==> src/rtl/e203_exu_dsp_wbck_pair_pkg.sv <==
// Shared definitions for the DSP write-back pair sequencer: FSM state
// encoding and the payload width helper used by the hold register.
// The instruction tag width comes from E203_ITAG_WIDTH when the core
// configuration provides it; a local fallback keeps the block standalone.
`ifndef E203_ITAG_WIDTH
`define E203_ITAG_WIDTH 4
`endif

package e203_exu_dsp_wbck_pair_pkg;

    typedef enum logic [1:0] {
        WBCK_IDLE = 2'd0,
        WBCK_LO   = 2'd1,
        WBCK_HI   = 2'd2
    } wbck_state_e;

    localparam int DSP_XLEN    = 32;
    localparam int DSP_RFIDX_W = 5;

    // Payload = wdat + wdat_1 + rdidx + itag + rdw64 + ov
    function automatic int payload_width(input int xlen, input int rfidx_w, input int itag_w);
        return 2 * xlen + rfidx_w + itag_w + 2;
    endfunction

endpackage

==> src/rtl/e203_exu_dsp_wbck_hold.sv <==
// Payload register for one accepted DSP result. Data fields are left
// unreset (they are never observed unless the FSM is out of IDLE); the
// control fields rdw64 and ov are reset so no stale result can retire.
module e203_exu_dsp_wbck_hold
    import e203_exu_dsp_wbck_pair_pkg::*;
#(
    parameter int XLEN    = 32,
    parameter int RFIDX_W = 5,
    parameter int ITAG_W  = 4
) (
    input  logic               clk,
    input  logic               rst,
    input  logic               load,
    input  logic [XLEN-1:0]    wdat_d,
    input  logic [XLEN-1:0]    wdat_1_d,
    input  logic               rdw64_d,
    input  logic [RFIDX_W-1:0] rdidx_d,
    input  logic               ov_d,
    input  logic [ITAG_W-1:0]  itag_d,
    output logic [XLEN-1:0]    wdat_q,
    output logic [XLEN-1:0]    wdat_1_q,
    output logic               rdw64_q,
    output logic [RFIDX_W-1:0] rdidx_q,
    output logic               ov_q,
    output logic [ITAG_W-1:0]  itag_q
);

    localparam int PW = payload_width(XLEN, RFIDX_W, ITAG_W);
    localparam int DW = PW - 2;

    logic [DW-1:0] data_q;
    logic [1:0]    ctrl_q;

    // Data portion of the payload: load-enabled, no reset
    always_ff @(posedge clk) begin
        if (load) begin
            data_q <= {wdat_1_d, wdat_d, rdidx_d, itag_d};
        end
    end

    // Control portion of the payload: load-enabled with synchronous reset
    always_ff @(posedge clk) begin
        if (rst) begin
            ctrl_q <= 2'b00;
        end else if (load) begin
            ctrl_q <= {rdw64_d, ov_d};
        end
    end

    assign {wdat_1_q, wdat_q, rdidx_q, itag_q} = data_q;
    assign {rdw64_q, ov_q}                     = ctrl_q;

endmodule

==> src/rtl/e203_exu_dsp_wbck_pair.sv <==
// DSP MAC write-back sequencer: drains a 32-bit result or a 64-bit
// register pair (even register first, odd second) through the single
// regfile write port and maintains the sticky DSP overflow bit.
// Build option: E203_DSP_WBCK_B2B_EN lets a new result be accepted in
// the cycle the final beat retires, removing the per-result bubble.
module e203_exu_dsp_wbck_pair
    import e203_exu_dsp_wbck_pair_pkg::*;
#(
    parameter int XLEN    = DSP_XLEN,
    parameter int RFIDX_W = DSP_RFIDX_W,
    parameter int ITAG_W  = `E203_ITAG_WIDTH
) (
    input  logic               clk,
    input  logic               rst,
    input  logic               i_valid,
    output logic               i_ready,
    input  logic [XLEN-1:0]    i_wdat,
    input  logic [XLEN-1:0]    i_wdat_1,
    input  logic               i_rdw64,
    input  logic [RFIDX_W-1:0] i_rdidx,
    input  logic               i_ov,
    input  logic [ITAG_W-1:0]  i_itag,
    output logic               o_wbck_valid,
    input  logic               o_wbck_ready,
    output logic [XLEN-1:0]    o_wbck_wdat,
    output logic [RFIDX_W-1:0] o_wbck_rdidx,
    output logic               o_wbck_last,
    output logic [ITAG_W-1:0]  o_wbck_itag,
    output logic               o_misalign,
    input  logic               ov_clr,
    output logic               ov_sticky,
    output logic               ov_set
);

    wbck_state_e        state;
    logic               accept;
    logic               beat_hs;
    logic               last_hs;

    logic [XLEN-1:0]    hold_wdat;
    logic [XLEN-1:0]    hold_wdat_1;
    logic               hold_rdw64;
    logic [RFIDX_W-1:0] hold_rdidx;
    logic               hold_ov;
    logic [ITAG_W-1:0]  hold_itag;

    e203_exu_dsp_wbck_hold #(
        .XLEN    (XLEN),
        .RFIDX_W (RFIDX_W),
        .ITAG_W  (ITAG_W)
    ) u_hold (
        .clk      (clk),
        .rst      (rst),
        .load     (accept),
        .wdat_d   (i_wdat),
        .wdat_1_d (i_wdat_1),
        .rdw64_d  (i_rdw64),
        .rdidx_d  (i_rdidx),
        .ov_d     (i_ov),
        .itag_d   (i_itag),
        .wdat_q   (hold_wdat),
        .wdat_1_q (hold_wdat_1),
        .rdw64_q  (hold_rdw64),
        .rdidx_q  (hold_rdidx),
        .ov_q     (hold_ov),
        .itag_q   (hold_itag)
    );

    assign o_wbck_valid = (state != WBCK_IDLE);
    assign beat_hs      = o_wbck_valid & o_wbck_ready;
    assign last_hs      = beat_hs & o_wbck_last;

`ifdef E203_DSP_WBCK_B2B_EN
    assign i_ready = ~rst & ((state == WBCK_IDLE) | last_hs);
`else
    assign i_ready = ~rst & (state == WBCK_IDLE);
`endif

    assign accept     = i_valid & i_ready;
    assign o_misalign = accept & i_rdw64 & i_rdidx[0];
    assign ov_set     = ~rst & last_hs & hold_ov;

    // Sequencer FSM: a pair visits LO then HI, a single word only LO
    always_ff @(posedge clk) begin
        if (rst) begin
            state <= WBCK_IDLE;
        end else begin
            case (state)
                WBCK_IDLE: if (accept)  state <= WBCK_LO;
                WBCK_LO:   if (beat_hs) state <= hold_rdw64 ? WBCK_HI : (accept ? WBCK_LO : WBCK_IDLE);
                WBCK_HI:   if (beat_hs) state <= accept ? WBCK_LO : WBCK_IDLE;
                default:   state <= WBCK_IDLE;
            endcase
        end
    end

    // Beat decode from state and payload registers; zero whenever idle
    always_comb begin
        o_wbck_wdat  = '0;
        o_wbck_rdidx = '0;
        o_wbck_last  = 1'b0;
        o_wbck_itag  = '0;
        case (state)
            WBCK_LO: begin
                o_wbck_wdat  = hold_wdat;
                o_wbck_rdidx = hold_rdw64 ? {hold_rdidx[RFIDX_W-1:1], 1'b0} : hold_rdidx;
                o_wbck_last  = ~hold_rdw64;
                o_wbck_itag  = hold_itag;
            end
            WBCK_HI: begin
                o_wbck_wdat  = hold_wdat_1;
                o_wbck_rdidx = {hold_rdidx[RFIDX_W-1:1], 1'b1};
                o_wbck_last  = 1'b1;
                o_wbck_itag  = hold_itag;
            end
            default: ;
        endcase
    end

    // Sticky overflow: a retiring overflowed result beats a same-cycle clear
    always_ff @(posedge clk) begin
        if (rst) begin
            ov_sticky <= 1'b0;
        end else if (ov_set) begin
            ov_sticky <= 1'b1;
        end else if (ov_clr) begin
            ov_sticky <= 1'b0;
        end
    end

endmodule

==> config.mk <==
export PLATFORM = sky130hd
export DESIGN_NAME = e203_exu_dsp_wbck_pair
export DESIGN_NICKNAME = d
export VERILOG_FILES = /design/src/rtl/e203_exu_dsp_wbck_pair_pkg.sv /design/src/rtl/e203_exu_dsp_wbck_hold.sv /design/src/rtl/e203_exu_dsp_wbck_pair.sv
export SDC_FILE = /design/constraint.sdc
export NUM_CORES = 1
export LEC_CHECK = 0
export ABC_AREA = 1
export CAP_MARGIN = 40
export CORE_MARGIN = 8
export CORE_UTILIZATION = 35
export DETAILED_ROUTE_END_ITERATION = 10
export HOLD_SLACK_MARGIN = 0.08
export PLACE_DENSITY = 0.66
export RECOVER_POWER = 25
export SLEW_MARGIN = 20
export SYNTH_ARGS = -nofsm -noshare
export SYNTH_HDL_FRONTEND = slang
export SYNTH_SLANG_ARGS = --single-unit
==> constraint.sdc <==
create_clock -name clk -period 1.8 [get_ports clk]
set_input_delay 0.18 -clock clk [delete_from_list [all_inputs] [get_ports clk]]
set_output_delay 0.18 -clock clk [all_outputs]
set_load 0.02 [all_outputs]
After elaboration in Yosys (flattened, before gate mapping)
Cells that the tools add are included.
- flip-flop bits (word level): 78
- input port bits: 80
- output and inout bits: 47
- word-level logic and storage cells: 37
- equal/unequal tests: 5
- mux-type cells: 13
- bitwise gates (word level): 10
- reduce and logical (&&, ||, !) cells: 5
- operators with widths (operator ; count):
    32-bit case mux with 2 select lines ; 1
    5-bit case mux with 2 select lines ; 1
    1-bit AND ; 8
    2-bit 2-to-1 mux ; 4
    2-bit inequality test (second input constant) ; 3
    2-bit case mux with 3 select lines ; 1
    1-bit 2-to-1 mux ; 4
    4-bit 2-to-1 mux ; 1
    2-bit nonzero test ; 2
    3-bit AND reduction ; 1
    2-bit by 1-bit == test with 1-bit output (second input constant) ; 1
    2-bit == test (second input constant) ; 1
    2-bit zero test ; 1
    1-bit NOT ; 2
    1-bit case mux with 2 select lines ; 1
    2-bit OR reduction ; 1

Logic depth before layout (Yosys ltp)
- word-level depth: 7
- mapped depth: 9
- gate-level depth less buffers: 8

Hierarchy
Synthesis repeated with hierarchy kept, for this count alone.
- cells, all modules: 258
- area, all modules: 3129.3 um^2
- modules (own cells, without submodules) (module ; times used ; cells an instance ; area an instance (um^2) ; seq. area each (um^2)):
    e203_exu_dsp_wbck_hold ; 1 ; 86 ; 2273.4 ; 2232.1
    e203_exu_dsp_wbck_pair ; 1 ; 172 ; 855.8 ; 60.1

Least setup slack after synthesis
OpenSTA, ideal clock, no wires.
- path kind: reg2out
- from: reg state[0]
- to: out o_misalign
- arrival time: 1.826 ns
- data required time: 1.620 ns
- slack: -0.206 ns
- stages on the path, launching flop included: 7
- buffers on the path: 0
- cells stage by stage: dfxtp_1 inv_1 ha_1 nand2_4 nor2_8 nand2_2 nor2_1
- word-level cells in the longest chain between the ends: 5
- ends and longest elaborated chain (what ; line ; RTL):
    start, declared ; e203_exu_dsp_wbck_pair.sv:35 ; wbck_state_e state;
    start signal, assigned ; e203_exu_dsp_wbck_pair.sv:90 ; WBCK_LO: if (beat_hs) state <= hold_rdw64 ? WBCK_HI : (accept ? WBCK_LO : WBCK_IDLE);
    start signal, assigned ; e203_exu_dsp_wbck_pair.sv:91 ; WBCK_HI: if (beat_hs) state <= accept ? WBCK_LO : WBCK_IDLE;
    2-bit zero test ; e203_exu_dsp_wbck_pair.sv:76 ; assign i_ready = ~rst & (state == WBCK_IDLE);
    1-bit AND ; e203_exu_dsp_wbck_pair.sv:76 ;
    1-bit AND ; e203_exu_dsp_wbck_pair.sv:79 ; assign accept = i_valid & i_ready;
    named net accept ; e203_exu_dsp_wbck_pair.sv:36 ; logic accept;
    1-bit AND (2 in a row) ; e203_exu_dsp_wbck_pair.sv:80 ; assign o_misalign = accept & i_rdw64 & i_rdidx[0];
    end, declared ; e203_exu_dsp_wbck_pair.sv:29 ; output logic o_misalign,
The timed path passes the listed nets, and every way through them passes these cells.

Worst setup path after layout
- from: reg state[0]
- to: out o_wbck_wdat[21]
- word-level cells in the longest chain between the ends: 2
- elaborated cells on any way between the ends: 3
- classes of those cells: 2 x eq/ne; 1 x mux
- ends and longest elaborated chain (what ; line ; RTL):
    2-bit == test / 2-bit by 1-bit == test with 1-bit output (equally long branches) ; e203_exu_dsp_wbck_pair.sv:103 ; case (state)
    32-bit case mux with 2 select lines * ; e203_exu_dsp_wbck_pair.sv:103 ;
    end, declared ; e203_exu_dsp_wbck_pair.sv:25 ; output logic [XLEN-1:0] o_wbck_wdat,
Mark *: on every way between the ends. The rest lies on a longest branch, timed or not.

==> results.md <==
Synth:
- Synthesis handed over a netlist of between 200 and 250 instances.
- Summing the areas of all compound-gate instances in the mapped netlist gives roughly 7.1% of the synthesized area.
- The xor/xnor cell area share of the yosys netlist is 0%.
- The number of distinct library cell variants in the gate-level netlist after synthesis is 18.
- Summing the areas of all and, or, nand and nor instances in the mapped netlist gives between 10% and 20% of the synthesized area.
- The number of nets in the synthesized netlist is 333.
- The area of the mapped netlist is a little over 0.003 mm².
- The fraction of the mapped netlist area in adder cells is 2.020%.
- The share of synthesized area occupied by flip-flops and latches is around 74%.
- The warning count from the yosys run is 0.
- The main combinational cell family by area after synthesis is simple AND/OR/NAND/NOR gates.
- The multiplexer area fraction after synthesis is 0%.
- The mean post-synth cell area is roughly 12 µm².
- After synthesis the netlist holds a flip-flop and latch count of a little under 80.

Floorplan:
- Once the floorplan was initialized, standard cells occupied a little over a third of the core.
- The die height is roughly 110 µm.
- The core area is 0.008636 mm².
- In this run the count of I/O pins placed on the die edge is 127.
- The width of the die is 110.1 µm.
- The die outline area is ~0.012 mm².
- The floorplan has 34 rows.

Setup path:
- Broken down by cell family, the worst path's largest delay share belongs to buffers and inverters.
- STA classifies the critical path startpoint as a flop.
- The classification of the worst setup path is reg2out.
- The critical path buffer and inverter count is 4.
- The maximum cell stage delay along the critical path is 380 ps.
- The number of cells on the critical path is 6.
- The startpoint of the worst register-to-register path is state[1].
- The endpoint required time on the critical path is about 1600 ps.
- Along the worst path, the maximum fanout reaches 12.
- The source of the critical timing path is state[0].
- The logic depth of the worst register-to-register path is 6.
- The critical path goes through inv_4 -> ha_4 -> inv_6 -> buf_12 -> a21oi_1 -> buf_4.
- The endpoint type of the worst setup path is a primary output.
- The critical-path cell with the highest stage delay is dfxtp_4.
- The arrival time of data at the critical path endpoint is roughly 1600 ps.

CTS:
- The clock slew seen by the registers of the worst setup and hold paths is ~80 ps.
- Clock tree synthesis selected as its root buffer the cell clkbuf_8.
- In this run, CTS created clock tree buffers numbering 9.
- The tree built by TritonCTS fans out to slightly below 80 sinks.
- The H-tree was split into 3 levels.
- The number of buffers between clock root and the deepest sink is 2.
- The clock latency on the worst-skew pair is approximately 330 ps.
- The TritonCTS clock tree is yes.
- The hold buffer count at cts is 0.

Min path:
- In this run the worst hold path is classified as in2reg.
- The startpoint identified for the worst hold timing path is i_wdat[19].
- Counting instances, the worst hold path has a depth of 1.

Power and ir drop:
- For this design the static power due to leakage is 1.849 nW.
- IR analysis of the VDD net gives a maximum drop of between 0.4 and 0.5 mV.
- The power per unit of standard cell area is between 1000 and 1500 mW/mm².
- After layout, the design draws a total of 0.005703 W.

Drt:
- The first routing iteration left between 90 and 100 violations.
- The via total after detailed routing is approximately 2300.
- After detailed routing, the total wire length is between 8000 and 9000 µm.
- After detailed routing, the average wire length per cell comes to 15.61 µm.
- The final routed DRC violation total is 0.
- The average vias per placed instance is ~4.5.
- The count of nets left with antenna violations after detail routing is 0.
- For this run, the detailed router's first-pass iteration total came to 4.

Global routing:
- The number of antenna violations at the first check in global routing is 1.
- Global routing used 12.89% of the available tracks across all layers.
- The aggregate global routing overflow is 0.
- The first global-routing pass estimated between 10000 and 15000 µm of wire.
- Entering global routing, the biggest net connects 42 pins.
- The via count of the first global-routing pass came to 2344.

Finish:
- The area growth from synthesis to layout is 58.79%.
- The most common cell after layout, fill and taps aside is nand2_1.
- The post-layout net count is ~490.
- Leaving out fill and tap cells, the most frequent cells in the layout are nand2_1, edfxtp_1, buf_4.
- The layout filler cell count is approximately 750.
- The multi-input combinational cells in the finished layout cover a total of 792.0 µm².
- Across the whole layout, storage elements account for between 0.002 and 0.0025 mm².
- Of the cells placed in the final design, the portion with a size suffix greater than 1 is between 30% and 40%.
- The number of non-filler instances in the completed layout is ~500.

Job:
- The max-cap violation count is 0.

Timing:
- The share of the cycle needed by the critical path after routing is a little over nine tenths.
- The count of final setup violators is 0.
- Setup repair after global routing could not meet its margin everywhere.
- The top achievable clock speed is about 570 MHz.
- The final critical-path required period is ~1800 ps.
- Clock skew on the completed layout was measured at approximately 7.5 ps.
- The worst slew margin relative to its limit is 81.80%.
- The final-report hold violation count is 0.
- The count of final max-slew check failures is 0.
- At the pin with the least slew margin, the transition time is around 270 ps.
- Final hold analysis gives a worst-case slack of 397.3 ps.

Placement:
- At the end of routability-driven placement, the weighted congestion stood at about 0.77.
- During placement, the flow inserted port buffers numbering about 130.
- The HPWL reported at the end of detailed placement is about 5900 µm.
- The number of placed instances, taps included is 494.

Outcome:
- The run finished with clean final reports.
## flip-flops by register name, summed over array words and instances (netlist names)
name,count
ov_sticky,1
u_hold.ctrl_q,2
state,2
u_hold.data_q,73
## area by class of cell
| class | count | area share (%) |
|---|---|---|
| Antenna cell | 1 | 0.05089 |
| Clock buffer | 9 | 2.519 |
| Clock inverter | 6 | 1.272 |
| Inverter | 20 | 1.730 |
| Multi-Input combinational cell | 139 | 16.11 |
| Sequential cell | 78 | 46.77 |
| Tap cell | 108 | 2.748 |
| Timing Repair Buffer | 153 | 28.80 |
## cells by family after synthesis
kind of cell | Yosys count
AND/OR/NAND/NOR | 92
buffers and inverters | 31
AO/OA/AOI/OAI | 42
flip-flops | 78
adder cells (fa/ha/maj) | 5
## where the power goes
part	switching (W)	total, W	internal [W]
registers	0.0000638	0.00230	0.00224
logic	0.00121	0.00216	0.000947
clock network	0.000615	0.00125	0.000631
total	0.00189	0.00570	0.00381
## through the flow
stage / utilization (%) / setup slack, ps / setup TNS (ps) / cell area, µm²
2_1_floorplan: - / -9.111 / -9.111 / 3123
3_3_place_gp: 54.19 / -232.3 / -4990 / 4679
3_5_place_dp: 54.19 / -240.6 / -5128 / 4679
4_1_cts: 55.40 / -105.7 / -593.3 / 4785
5_1_grt: 56.94 / -38.81 / -347.5 / 4917
6_report: 56.94 / 48.73 / 0 / 4917
## per-layer routing
| metal | GRT usage (%) | up-vias | part of all wire [%] |
|---|---|---|---|
| li1 | - | 1147 | - |
| met1 | 15.08 | 1081 | 40 |
| met2 | 21.40 | 82 | 50 |
| met3 | 4.419 | 9 | 9.0 |
| met4 | 4.918 | 0 | 1.0 |
| met5 | 0 | - | 0 |
## worst paths after layout
| check | end | slack (ps) |
|---|---|---|
| setup reg to reg | u_hold.data_q[60] | 290 |
| hold / removal | u_hold.data_q[28] | 400 |
| setup / recovery | o_wbck_wdat[21] | 50 |
| hold reg to reg | ov_sticky | 490 |
## synthesized netlist by cell type
master	instances	share of area, %
nand3_1	1	0.16
buf_2	8	1.3
nor2_8	1	0.65
nand2_4	1	0.36
inv_2	4	0.48
o21ai_0	5	0.81
nand2_1	77	9.3
o21a_1	1	0.24
ha_1	5	2.0
nand3b_1	1	0.24
nor2_1	7	0.85
edfxtp_1	73	71
a21oi_1	34	5.5
a21oi_2	2	0.57
buf_4	3	0.73
inv_1	16	1.9
nand2_2	4	0.81
dfxtp_1	5	3.2
## repair_timing
item / in CTS / in global routing
gates resized for setup: 178 / 64
cloned: 0 / 1
setup endpoints to repair: 46 / 44
setup buffers: 0 / 3
pin swaps: 0 / 2
No activity file was read; power rests on OpenSTA's default activity.
